[config.mk]
export PLATFORM = sky130hd
export DESIGN_NAME = quotient_reconstructor
export DESIGN_NICKNAME = d
export VERILOG_FILES = /design/src/rtl/quotient_reconstructor.sv
export SDC_FILE = /design/constraint.sdc
export NUM_CORES = 1
export LEC_CHECK = 0
export ABC_AREA = 1
export BUFFER_PORTS_ARGS = -buffer_cell sky130_fd_sc_hd__buf_2
export CORE_MARGIN = 2
export CORE_UTILIZATION = 40
export CTS_CLUSTER_DIAMETER = 100
export DETAILED_ROUTE_END_ITERATION = 8
export PLACE_DENSITY = 0.69
export SKIP_LAST_GASP = 1
export SYNTH_ARGS = -nofsm -noshare
export SYNTH_HDL_FRONTEND = slang
export SYNTH_SLANG_ARGS = --single-unit
[constraint.sdc]
create_clock -name clk -period 1.8 [get_ports clk]
set_input_delay 0.36 -clock clk [delete_from_list [all_inputs] [get_ports clk]]
set_output_delay 0.36 -clock clk [all_outputs]
set_load 0.02 [all_outputs]
[src/rtl/quotient_reconstructor.sv]
// rtl/quotient_reconstructor.sv - shift-add rebuild of dividend as quotient*divisor+remainder
// Optional early exit on an exhausted multiplier: QRECON_EARLY_TERM_EN
module quotient_reconstructor #(
  parameter int WIDTH = 4
) (
  input  logic                 clk,
  input  logic                 rst,
  input  logic                 go,
  input  logic [WIDTH-1:0]     quotient,
  input  logic [WIDTH-1:0]     divisor,
  input  logic [WIDTH-1:0]     remainder,
  output logic [2*WIDTH-1:0]   product,
  output logic                 done,
  output logic                 error,
  output logic [3:0]           cs
);

  localparam int PW = 2 * WIDTH;
  localparam int CW = $clog2(WIDTH) + 1;

  typedef enum logic [3:0] {
    S_IDLE  = 4'd0,
    S_LOAD  = 4'd1,
    S_CHECK = 4'd2,
    S_ADD   = 4'd3,
    S_SHIFT = 4'd4,
    S_DONE  = 4'd5,
    S_ERR   = 4'd6
  } state_t;

  state_t           state_q, state_d;
  logic [WIDTH-1:0] mq_q, mq_d;
  logic [PW-1:0]    md_q, md_d;
  logic [PW-1:0]    acc_q, acc_d;
  logic [CW-1:0]    count_q, count_d;
  logic [WIDTH-1:0] rem_q, rem_d;
  logic [WIDTH-1:0] div_q, div_d;
  logic [PW-1:0]    product_q, product_d;
  logic             done_q, done_d;
  logic             error_q, error_d;
  logic             last_pass;

  always_ff @(posedge clk or negedge rst) begin
    if (!rst) begin
      state_q   <= S_IDLE;
      mq_q      <= '0;
      md_q      <= '0;
      acc_q     <= '0;
      count_q   <= '0;
      rem_q     <= '0;
      div_q     <= '0;
      product_q <= '0;
      done_q    <= 1'b0;
      error_q   <= 1'b0;
    end else begin
      state_q   <= state_d;
      mq_q      <= mq_d;
      md_q      <= md_d;
      acc_q     <= acc_d;
      count_q   <= count_d;
      rem_q     <= rem_d;
      div_q     <= div_d;
      product_q <= product_d;
      done_q    <= done_d;
      error_q   <= error_d;
    end
  end

  // Outputs are computed from the next state so done rises on the very edge that enters DONE/ERR.
  always_comb begin
    state_d   = state_q;
    mq_d      = mq_q;
    md_d      = md_q;
    acc_d     = acc_q;
    count_d   = count_q;
    rem_d     = rem_q;
    div_d     = div_q;
    product_d = product_q;
    done_d    = done_q;
    error_d   = error_q;
    last_pass = 1'b0;

    case (state_q)
      S_IDLE: begin
        done_d  = 1'b0;
        error_d = 1'b0;
        if (go) state_d = S_LOAD;
      end
      S_LOAD: begin
        mq_d    = quotient;
        md_d    = {{WIDTH{1'b0}}, divisor};
        acc_d   = {{WIDTH{1'b0}}, remainder};
        rem_d   = remainder;
        div_d   = divisor;
        count_d = '0;
        state_d = S_CHECK;
      end
      S_CHECK: begin
        if (md_q == '0 || rem_q >= div_q) begin
          state_d   = S_ERR;
          product_d = '0;
          done_d    = 1'b1;
          error_d   = 1'b1;
        end else begin
          state_d = S_ADD;
        end
      end
      S_ADD: begin
        if (mq_q[0]) acc_d = acc_q + md_q;
        state_d = S_SHIFT;
      end
      S_SHIFT: begin
        mq_d      = mq_q >> 1;
        md_d      = md_q << 1;
        count_d   = count_q + CW'(1);
        last_pass = (count_q == CW'(WIDTH - 1));
`ifdef QRECON_EARLY_TERM_EN
        if ((mq_q >> 1) == '0) last_pass = 1'b1;
`endif
        if (last_pass) begin
          state_d   = S_DONE;
          product_d = acc_q;
          done_d    = 1'b1;
          error_d   = 1'b0;
        end else begin
          state_d = S_ADD;
        end
      end
      S_DONE, S_ERR: begin
        if (!go) begin
          state_d = S_IDLE;
          done_d  = 1'b0;
          error_d = 1'b0;
        end
      end
      default: state_d = S_IDLE;
    endcase
  end

  assign product = product_q;
  assign done    = done_q;
  assign error   = error_q;
  assign cs      = state_q;

endmodule

==> impl_metrics.json <==
{
  "synth-simple-area-share_pct": 22.0,
  "max_freq_mhz": 623,
  "crit_path_end_kind": "flop",
  "final_max_slew_viol_count": 0,
  "cp.required_ns": 2.03,
  "synth.area.top_cells": "dfrtp_1 49%, nand2_1 14%, ha_1 7.2%",
  "vdd.ir_drop.worst_mv": 0.616,
  "ys_types": 30,
  "synth_fa_ha_area_share_pct": 8.05,
  "routed_wl_mm": 4.54,
  "cp_max_fo": 9,
  "die_y_um": 79.3,
  "synth_top_area_share_pct": 48.5,
  "drt_first_pass_iters": 4,
  "clockBufferDepth": 2,
  "synth_compound_area_share_pct": 11.8,
  "pin_count": 29,
  "grt_pass1_vias": 1703,
  "cts_buffers": 5,
  "synth_cells": 277,
  "initial_utilization_pct": 41.2,
  "gp_congestion": 0.812,
  "r2r-end": "product[6]$_DFFE_PN0P_",
  "yosys_warnings": 0,
  "synth_nets": 306,
  "avgSynthCellArea_um2": 8.19,
  "fin_tns_setup_ns": 0,
  "instances_no_fill": 382,
  "min_period_ns": 1.60,
  "status": "complete, no violations",
  "dieArea_um2": 6290,
  "rsz0062_at_grt": "no",
  "grt.overflow.total": 0,
  "drt-vias-per-instance": 4.88,
  "yosysMostFrequentCell": "nand2_1",
  "hold_viol_final": 0,
  "finalCritPeriodShare_pct": 89.1,
  "die_w_um": 79.3,
  "vias": 1863,
  "worst_pin_slew_ns": 0.538,
  "root_buffer": "clkbuf_8",
  "cap_violations": 0,
  "cellPowerDensity_nw_per_um2": 1740,
  "skew_ns": 0.00324,
  "hold_buffers": 0,
  "wire_per_inst_um": 11.9,
  "dp_hpwl_mm": 3.43,
  "relSlewSlack_pct": 64.1,
  "first_iter_violations": 121,
  "syn_area_um2": 2270,
  "r2r_slack_ns": 0.20,
  "placed_cells": 375,
  "p_leak_nw": 1.47,
  "cts_setup_buffers": 0,
  "setup_viol": 0,
  "post-route-util_pct": 47.6,
  "startpoint": "rem_q[3]$_DFFE_PN0P_",
  "cp-start-kind": "flop",
  "synth-edff-count": 0,
  "drive_gt1_share_pct": 14.5,
  "yosys-top-cells-count": "87 x nand2_1, 44 x dfrtp_1, 40 x inv_1, 21 x nor2_1, 13 x ha_1",
  "synth_top_area_cell": "dfrtp_1",
  "clkSinkCount": 44,
  "grt_max_degree": 45,
  "drc": 0,
  "hold_path_class": "in -> async",
  "cts_resized": 0,
  "yosysSeqAreaShare_pct": 48.5,
  "rr_startpoint": "rem_q[3]$_DFFE_PN0P_",
  "track_usage_pct": 16.0,
  "final_area_um2": 2620,
  "r2r_cells": 8,
  "core_um2": 5510,
  "portBuffers": 27,
  "ys_seq_elements": 44,
  "place_area_um2": 2490,
  "antenna_cells": 0,
  "synthXorXnorAreaFrac_pct": 1.16,
  "synthArstFlopShare_pct": 100,
  "clk_pin_slew_ns": 0.08,
  "synth_mux_area_share_pct": 0,
  "layout.nets": 339,
  "antenna_found_initial": 0,
  "ant_nets": 0,
  "grt_pass1_wl_mm": 7.82,
  "synth_top_family_by_area": "simple AND/OR/NAND/NOR gates",
  "h-tree-depth": 2,
  "area_delta_synth_final_pct": 15.6,
  "core.rowCount": 27,
  "cts_tree": "yes",
  "path_class": "reg -> reg",
  "p_total_w": 0.00455,
  "clk_latency_ns": 0.29,
  "cp.arrival_ns": 1.84,
  "dominantRegCellSynth": "dfrtp_1"
}
[flip-flops by register name, summed over array words and instances (netlist names)]
register,count
rem_q,4
done,1
mq_q,4
acc_q,8
cs,3
md_q,8
product,8
error,1
div_q,4
count_q,3
[worst max-delay path, cell delays in order (launching register included)]
cell,delay [ns]
dfrtp_1,0.38
ha_1,0.30
nand2_1,0.07
inv_1,0.05
a21oi_1,0.18
nand4_1,0.20
nand3_2,0.22
nand2_1,0.08
nand2_1,0.06
[where the power goes]
| part | switching [W] | internal (W) |
|---|---|---|
| Sequential | 0.000239 | 0.00135 |
| Combinational | 0.00133 | 0.000759 |
| Clock | 0.000329 | 0.000546 |
| Total | 0.00189 | 0.00266 |
[layer usage]
layer | track usage [%] | share of wire (%) | vias up
met4 | 5.17 | 1.1 | 0
met5 | 0 | 0 | -
met3 | 3.07 | 3.8 | 4
met2 | 26.0 | 47 | 38
li1 | - | - | 947
met1 | 21.4 | 48 | 874
[cells in the final DEF, fill, tap and decap left out, types with 3 or more instances in the layout]
master | netlist | final
a21oi_1 | 11 | 11
buf_2 | 3 | 27
buf_4 | 2 | 4
clkbuf_8 | 0 | 5
dfrtp_1 | 44 | 44
ha_1 | 13 | 13
inv_1 | 40 | 40
nand2_1 | 87 | 87
nand3_1 | 8 | 8
nor2_1 | 21 | 21
o21ai_0 | 12 | 12
o221ai_1 | 3 | 3
o22ai_1 | 7 | 7
xor2_1 | 3 | 3
[logic make-up (layout without fill, tap and decap cells)]
| logic type | Yosys count | after routing |
|---|---|---|
| flops | 44 | 44 |
| fa+ha+maj | 14 | 14 |
| simple gates | 124 | 124 |
| compound gates | 44 | 44 |
| buf+inv | 47 | 80 |
| other cells | 1 | 1 |
| xor+xnor | 3 | 3 |
[layout make-up]
type / count / area [um^2]
clock inverter: 2 / 60.1
fill: 569 / 2880
sequential: 44 / 1100
timing repair buffer: 31 / 165
clock buffer: 5 / 68.8
multi-input combinational: 186 / 980
inverter: 42 / 158
tap: 72 / 90.1
[how the worst max path moves through the flow]
stage	endpoint	cells after the start
after floorplan	acc_q[6]$_DFFE_PN0P_	9
after global placement	product[7]$_DFFE_PN0P_	8
after detailed placement	product[6]$_DFFE_PN0P_	8
after CTS	product[6]$_DFFE_PN0P_	8
after global routing	product[7]$_DFFE_PN0P_	8
final	product[6]$_DFFE_PN0P_	8
[through the flow]
stage                     worst slack [ns]  hold WS, ns
final                                0.195        0.128
after global routing                0.0179        0.187
after CTS                            0.190        0.153
after detailed placement             0.212        0.454
after global placement               0.224        0.451
after floorplan                      0.366       0.0644
(Power assumes the default switching activity.)
